File: config.mk
export PLATFORM = sky130hd
export DESIGN_NAME = spi_vector_receiver
export DESIGN_NICKNAME = d
export VERILOG_FILES = /design/src/rtl/spi_vector_receiver.sv
export SDC_FILE = /design/constraint.sdc
export NUM_CORES = 1
export LEC_CHECK = 0
export CORE_MARGIN = 8
export CORE_UTILIZATION = 56
export DETAILED_ROUTE_END_ITERATION = 12
export GPL_ROUTABILITY_DRIVEN = 0
export HOLD_SLACK_MARGIN = 0.08
export PLACE_DENSITY = 0.8
export SYNTH_ARGS = -nofsm -noshare
export SYNTH_HDL_FRONTEND = slang
export SYNTH_SLANG_ARGS = --single-unit
File: constraint.sdc
create_clock -name clk -period 2.7 [get_ports clk]
set_input_delay 0.81 -clock clk [delete_from_list [all_inputs] [get_ports clk]]
set_output_delay 0.81 -clock clk [all_outputs]
set_load 0.03 [all_outputs]
File: src/rtl/spi_vector_receiver.sv
// Deserialises SPI vector frames into a pending buffer and commits them to the core on vblank.
// Latency: commit visible the cycle after the strobe edge; no backpressure, a newer frame overwrites the pending one.
module spi_vector_receiver #(
   parameter int         VEC_W           = 16,
   parameter logic [7:0] CMD_SET_VECTORS = 8'h01,
   parameter logic [7:0] CMD_NOP         = 8'h00
) (
   input  logic             clk,
   input  logic             reset,
   input  logic             i_sclk,
   input  logic             i_mosi,
   input  logic             i_ss_n,
   input  logic             i_vblank_strobe,
   output logic [VEC_W-1:0] new_playerX,
   output logic [VEC_W-1:0] new_playerY,
   output logic [VEC_W-1:0] new_facingX,
   output logic [VEC_W-1:0] new_facingY,
   output logic [VEC_W-1:0] new_vplaneX,
   output logic [VEC_W-1:0] new_vplaneY,
   output logic             write_new_position,
   output logic             o_overrun,
   output logic [7:0]       o_frame_count
);

   localparam int SHREG_W = 8 + 6 * VEC_W;
   localparam logic [6:0] LAST_BIT = 7'(SHREG_W - 1);

   typedef struct packed {
      logic [VEC_W-1:0] player_x;
      logic [VEC_W-1:0] player_y;
      logic [VEC_W-1:0] facing_x;
      logic [VEC_W-1:0] facing_y;
      logic [VEC_W-1:0] vplane_x;
      logic [VEC_W-1:0] vplane_y;
   } vec_t;

   typedef enum logic [2:0] {IDLE, CMD, PAYLOAD, DONE, DISCARD} state_t;

   logic sclk_s1, sclk_s2, sclk_s3;
   logic ss_s1, ss_s2, ss_s3;
   logic mosi_s1, mosi_s2;
   logic sclk_rise, ss_rise, ss_fall;
   logic [1:0] warm_cnt;
   logic ss_armed;

   state_t state_q, state_d;
   logic [6:0] bit_cnt;
   logic [SHREG_W-1:0] shreg;
   logic [7:0] cmd_byte;
   logic shift_en, cnt_clr, frame_done, commit;

   vec_t pending_dat, out_dat;
   logic pending_vld;

   always_ff @(posedge clk) begin
      if (reset) begin
         sclk_s1 <= 1'b0; sclk_s2 <= 1'b0; sclk_s3 <= 1'b0;
         ss_s1   <= 1'b1; ss_s2   <= 1'b1; ss_s3   <= 1'b1;
         mosi_s1 <= 1'b0; mosi_s2 <= 1'b0;
      end else begin
         sclk_s1 <= i_sclk;  sclk_s2 <= sclk_s1; sclk_s3 <= sclk_s2;
         ss_s1   <= i_ss_n;  ss_s2   <= ss_s1;   ss_s3   <= ss_s2;
         mosi_s1 <= i_mosi;  mosi_s2 <= mosi_s1;
      end
   end

   assign sclk_rise = sclk_s2 & ~sclk_s3;
   assign ss_rise   = ss_s2 & ~ss_s3;
   assign ss_fall   = ~ss_s2 & ss_s3;

   // The reset values of the ss_n chain would fake a falling edge if ss_n is held low
   // through reset, so a frame may only start once the flushed chain has shown ss_n high.
   always_ff @(posedge clk) begin
      if (reset) begin
         warm_cnt <= 2'd0;
         ss_armed <= 1'b0;
      end else begin
         if (warm_cnt != 2'd3)
            warm_cnt <= warm_cnt + 2'd1;
         if (warm_cnt == 2'd3 && ss_s2 && ss_s3)
            ss_armed <= 1'b1;
      end
   end

   assign cmd_byte = {shreg[6:0], mosi_s2};

   always_ff @(posedge clk) begin
      if (reset)
         state_q <= IDLE;
      else
         state_q <= state_d;
   end

   always_comb begin
      state_d    = state_q;
      shift_en   = 1'b0;
      cnt_clr    = 1'b0;
      frame_done = 1'b0;
      if (state_q != IDLE && ss_rise) begin
         state_d    = IDLE;
         frame_done = (state_q == DONE);
      end else begin
         case (state_q)
            IDLE: begin
               if (ss_fall && ss_armed) begin
                  state_d = CMD;
                  cnt_clr = 1'b1;
               end
            end
            CMD: begin
               if (sclk_rise) begin
                  shift_en = 1'b1;
                  if (bit_cnt == 7'd7) begin
                     case (cmd_byte)
                        CMD_SET_VECTORS: state_d = PAYLOAD;
                        CMD_NOP:         state_d = DISCARD;
                        default:         state_d = DISCARD;
                     endcase
                  end
               end
            end
            PAYLOAD: begin
               if (sclk_rise) begin
                  shift_en = 1'b1;
                  if (bit_cnt == LAST_BIT)
                     state_d = DONE;
               end
            end
            default: ;
         endcase
      end
   end

   always_ff @(posedge clk) begin
      if (reset) begin
         bit_cnt <= 7'd0;
         shreg   <= '0;
      end else if (cnt_clr) begin
         bit_cnt <= 7'd0;
      end else if (shift_en) begin
         bit_cnt <= bit_cnt + 7'd1;
         shreg   <= {shreg[SHREG_W-2:0], mosi_s2};
      end
   end

   assign commit = i_vblank_strobe & pending_vld;

   // On a coincident frame and strobe, the old pending value commits and the new one stays pending.
   always_ff @(posedge clk) begin
      if (reset) begin
         pending_dat        <= '0;
         pending_vld        <= 1'b0;
         out_dat            <= '0;
         write_new_position <= 1'b0;
         o_overrun          <= 1'b0;
         o_frame_count      <= 8'd0;
      end else begin
         write_new_position <= commit;
         if (commit)
            out_dat <= pending_dat;
         if (frame_done) begin
            pending_dat   <= vec_t'(shreg[6*VEC_W-1:0]);
            pending_vld   <= 1'b1;
            o_frame_count <= o_frame_count + 8'd1;
            if (pending_vld && !i_vblank_strobe)
               o_overrun <= 1'b1;
         end else if (commit) begin
            pending_vld <= 1'b0;
         end
      end
   end

   assign new_playerX = out_dat.player_x;
   assign new_playerY = out_dat.player_y;
   assign new_facingX = out_dat.facing_x;
   assign new_facingY = out_dat.facing_y;
   assign new_vplaneX = out_dat.vplane_x;
   assign new_vplaneY = out_dat.vplane_y;

endmodule
# After elaboration in Yosys (flattened, before gate mapping)
# Index checks and enable logic that the tools add are counted.
[word_totals] in_bits=6 out_inout_bits=106 regBits=320 elab_cells=85
[op_classes] addsub=3 reduce_logical=16 mux=16 n_eq_ne=13 bitwise_logic=8
[ops] cell="$mux W3" count=6
[ops] cell="$ne A2 B2 Y1 const B" count=6
[ops] cell="$mux W1" count=9
[ops] cell="$pmux W3 S3" count=1
[ops] cell="$add A8 B1 Y8 const B" count=1
[ops] cell="$eq A8 B1 Y1 const B" count=1
[ops] cell="$add A7 B1 Y7 const B" count=1
[ops] cell="$eq A7 B3 Y1 const B" count=1
[ops] cell="$eq A7 B7 Y1 const B" count=1
[ops] cell="$eq A3 B2 Y1 const B" count=2
[ops] cell="$reduce_and A6 Y1" count=1
[ops] cell="$reduce_bool A3 Y1" count=2
[ops] cell="$reduce_or A2 Y1" count=3
[ops] cell="$logic_and A1 B1 Y1" count=5
[ops] cell="$and A1 B1 Y1" count=4
[ops] cell="$not A1 Y1" count=4
[ops] cell="$reduce_and A2 Y1" count=2
[ops] cell="$eq A3 B1 Y1 const B" count=1
[ops] cell="$logic_not A3 Y1" count=1
[ops] cell="$add A2 B1 Y2 const B" count=1
[ops] cell="$eq A2 B2 Y1 const B" count=1
[ops] cell="$reduce_bool A2 Y1" count=1
[ops] cell="$logic_not A1 Y1" count=1

# Longest topological paths before layout
[logic_depth] ltp_word=8 depth_mapped=8 mapped_depth_nobuf=5

# Least setup slack after synthesis
# Ideal clock, no wire load.
[synth_path] path_type="register to register" start="register state_q[2]" end="register bit_cnt[5]" n_path_buf=2 period_less_slack_ns=2.043 required_ns=2.630 setup_ns=0.070 t_arrival_ns=1.973 slack_ns=0.657 path_stages_with_launch=7 cell_sequence="dfxtp_1 -> or3b_1 -> buf_2 -> or3_4 -> buf_6 -> or4_1 -> a21oi_1"
[synth_via] elab_chain_len=4
[synth_lines] element="from (decl)" line="46" source="state_t state_q, state_d;"
[synth_lines] element="from (signal assigned)" line="91" source="state_q <= state_d;"
[synth_lines] element="$eq A3 B2 Y1 (tied with other cells)" line="103" source="case (state_q)"
[synth_lines] element="$reduce_or A2 Y1 (no line) (tied with other cells)"
[synth_lines] element="$mux W1 (on tied branches)"
[synth_lines] element="$mux W1 or $reduce_or A2 Y1 (tied branches)"
[synth_lines] element="to (signal assigned)" line="141" source="bit_cnt <= bit_cnt + 7'd1;"
[synth_lines] element="to (decl)" line="47" source="logic [6:0] bit_cnt;"
# Parallel ways exist; a longest one is shown, timed or not.
# A chain may end at the register's enable or synchronous reset.

# Worst setup path after layout
[layout_path] start="register o_frame_count[3]" end="output port o_frame_count[3]"
[layout_rtl] element="from (decl)" line="22" source="output logic [7:0] o_frame_count"
[layout_rtl] element="from (signal assigned)" line="164" source="o_frame_count <= o_frame_count + 8'd1;"
# No word-level cell between the ends.

==> run summary <==
* Synth Flop Type: sky130_fd_sc_hd__dfxtp_1
* sort of element at the start of the critical path: flip-flop
* number of max-cap violations: 0
* end point of the critical path: o_frame_count[3]
* drt drc: 0
* Finished Layout Cells: 1739
* proportion of synthesized area in mux cells: 0.0903%
* critical register-to-register path endpoint: shreg[76]$_SDFFE_PP0P_
* Mapped Nets: 1403
* GRT Total Usage: 18.7%
* xor and xnor area share after synthesis: 1.03%
* final setup violation count: 0
* run status: complete, no violations
* dominant combinational cell family by area after synthesis: simple AND/OR/NAND/NOR gates
* later-pin clock latency in the skew report: 0.54 ns
* instance count of the mapped netlist: 1394
* top library cells by usage in the layout, fill and taps aside: sky130_fd_sc_hd__nand2_1 (584), sky130_fd_sc_hd__dfxtp_1 (320), sky130_fd_sc_hd__a21oi_1 (295), sky130_fd_sc_hd__clkdlybuf4s50_1 (110), sky130_fd_sc_hd__clkbuf_16 (31)
* total wirelength of the detailed-routed design: 23.6 mm
* critical path data arrival time: 1.67 ns
* pre-CTS worst setup slack: 0.370 ns
* IO Port Bufs: 111
* CP peak stage delay: 0.72 ns
* worst r2r src: state_q[0]$_SDFFE_PP0P_
* part of the Yosys area used for sequential elements: 57.8%
* DRT antenna net count: 0
* total congestion overflow after global routing: 0
* Reg clk slew, reported paths: 0.06 ns
* Hold Path Stages: 1
* count of filler cells inserted in the layout: 1576
* fraction of synthesized cell area taken by the top area cell type: 57.8%
* starting density of the core: 57.0%
* sequence of cells on the critical path: clkdlybuf4s50_1
* adder and majority cell fraction of the synthesized area: 0.339%
* number of setup buffers added after CTS: 0
* total half-perimeter wirelength after legalization and detailed placement: 14.4 mm
* synth top area cells: sky130_fd_sc_hd__dfxtp_1 (58%), sky130_fd_sc_hd__nand2_1 (20%), sky130_fd_sc_hd__a21oi_1 (13%)
* clock skew: 0.00973 ns
* leak pwr: 4.32 nW
* Reg2Reg Setup Slack: 0.52 ns
* clock tree sinks: 320
* average size of a mapped cell: 7.95 um2
* Yosys warnings: 0
* highest ir drop seen on vdd: 0.654 mV
* 1st-iter DRT viols: 523
* number of top-level pins: 112
* vias in the first global route: 8583
* total standard cell area after synthesis: 11100 um2
* timing startpoint of the critical path: o_frame_count[3]$_SDFFE_PP0P_
* classification of the worst setup path: flip-flop to output pin
* number of library cell types mapped by synthesis: 35
* number of buffers on the longest clock path: 3
* Final nets: 1463
* critical-path maximum fanout: 6
* wire per inst: 13.6 um
* final critical-path required period: 2.48 ns
* total number of H-tree levels: 1
* Crit-path slowest cell: sky130_fd_sc_hd__clkdlybuf4s50_1
* cell count of the worst reg-to-reg path: 5
* Max Transition Viols Final: 0
* number of synthesized register bits: 320
* launch instance of the worst min-delay path: ss_s1$_SDFF_PP1_
* count of endpoints failing hold in the final timing report: 0
* cell accounting for the most synthesized area: sky130_fd_sc_hd__dfxtp_1
* Worst Tran Pin Value: 0.611 ns
* Compound-Gate Fraction of Synth Area: 13.6%
* height of the die: 157 um
* FP Rows: 51
* clock tree from TritonCTS: built
* number of cells in the design after placement: 1687
* Fmax: 0.404 GHz
* Critical Path Stages: 1
* count of flip-flops with a built-in enable after synthesis: 0
* critical path data required time: 1.89 ns
* buffer type at the clock tree root: sky130_fd_sc_hd__clkbuf_16
* CTS hold repair buffers: 0
* detailed-route vias per instance: 5.20
* fraction of final layout cells sized beyond drive strength 1: 5.29%
* leading cell type in the layout, fill and taps excluded: sky130_fd_sc_hd__nand2_1
* number of buffers and inverters on the critical path: 1
* area of the core region: 19500 um2
* power density over the cells: 670 nW/um2
* Worst setup EP type: output pin
* setup repair after global routing missed its margin: false
* total via count in the routed design: 9049
* post_cts resized: 0
* router iterations before antenna repair: 7
* max-slew headroom at the worst pin: 59.3%
* setup TNS after final layout: 0 ns
* area of the die: 24600 um2
* post-synthesis simple-gate area fraction: 23.5%
* maximum number of pins on one net before global-route repair: 101
* Hold WC Path Type: flip-flop to flip-flop
* portion of the clock cycle consumed by the worst path in the final layout: 91.7%
* top cell family by delay on the critical path: buffers and inverters
* initial antenna violation count: 0
* antenna fix cells: 0
* area overhead of the layout relative to synthesis: 20.6%
* number of buffers created by CTS: 30
* share of synthesized registers carrying an async set or reset: 0%
* Worst Setup Slack, final: 0.224 ns
* wire length of the first global-routing pass: 39.2 mm
* die width: 157 um
-- sequential cells by signal, summed over array words and instances (netlist names), 16 cells and up --
signal,flops
new_vplaneX,16
new_playerY,16
new_facingY,16
shreg,96
new_facingX,16
pending_dat,96
new_vplaneY,16
new_playerX,16
-- metrics by stage --
stage / total power [mW] / util, % / instance area [um2] / hold WS (ns)
finish: 8.96 / 68.7 / 13400 / 0.431
CTS: 9.02 / 68.7 / 13400 / 0.427
floorplan: 4.94 / - / 11100 / 0.389
global route: 9.22 / 68.7 / 13400 / 0.437
global placement: 4.98 / 63.7 / 12400 / 0.403
detailed placement: 4.98 / 63.7 / 12400 / 0.409
-- Yosys cell counts, types with 2 or more instances --
master and count:
sky130_fd_sc_hd__or2_2 4, sky130_fd_sc_hd__buf_1 5, sky130_fd_sc_hd__xnor2_1 7, sky130_fd_sc_hd__nand3_1 5, sky130_fd_sc_hd__or4_1 3, sky130_fd_sc_hd__ha_1 3, sky130_fd_sc_hd__and4_1 3, sky130_fd_sc_hd__dfxtp_1 320
sky130_fd_sc_hd__nor2b_1 7, sky130_fd_sc_hd__clkbuf_1 90, sky130_fd_sc_hd__and2_1 3, sky130_fd_sc_hd__o31ai_1 2, sky130_fd_sc_hd__nand2_1 586, sky130_fd_sc_hd__buf_2 6, sky130_fd_sc_hd__nor2_1 20, sky130_fd_sc_hd__xor2_1 6
sky130_fd_sc_hd__inv_1 2, sky130_fd_sc_hd__nor4_1 9, sky130_fd_sc_hd__nand4_1 3, sky130_fd_sc_hd__a21oi_1 295
-- worst min-delay path by stage --
stage,endpoint
finish,ss_s2$_SDFF_PP1_
global route,ss_s2$_SDFF_PP1_
CTS,ss_s2$_SDFF_PP1_
detailed placement,ss_s2$_SDFF_PP1_
global placement,ss_s2$_SDFF_PP1_
floorplan,ss_s2$_SDFF_PP1_
-- area by class of cell --
| cell class | instances | area [um2] | share of cell area (%) |
|---|---|---|---|
| well taps | 265 | 332 | 2.48 |
| clock buffers | 45 | 908 | 6.79 |
| clock inverters | 7 | 60.1 | 0.449 |
| flip-flops and latches | 320 | 6410 | 47.9 |
| inverters | 2 | 7.51 | 0.0561 |
| repair buffers | 130 | 1360 | 10.2 |
| multi-input cells | 970 | 4300 | 32.2 |
-- worst reg2reg max path, delay by kind of cell, from the launching register on --
| family | cells | cell delay (ns) |
|---|---|---|
| xor gates and xnor gates | 1 | 0.55 |
| buffers and inverters | 1 | 0.50 |
| and+or+nand+nor | 2 | 0.39 |
| DFF | 1 | 0.49 |
| AOI/OAI and AO/OA | 1 | 0.18 |
-- cell families after synthesis --
logic type / Yosys count
AOI/OAI and AO/OA: 299
xor gates and xnor gates: 13
adders and majority gates: 3
buffers and inverters: 104
DFF: 320
muxes: 1
and+or+nand+nor: 654
-- per-layer routing --
layer	vias to the layer above	part of all wire (%)	GRT usage, %
met2	172	49	33.8
li1	4605	-	-
met3	23	5.9	4.03
met4	0	1.3	4.81
met1	4249	44	21.9
met5	-	0	0
-- power by group --
| group | switching (mW) | internal, mW |
|---|---|---|
| clock network | 1.68 | 2.40 |
| logic | 0.0972 | 0.0354 |
| registers | 0.00979 | 4.73 |
Power figures use the tool's default switching activity.
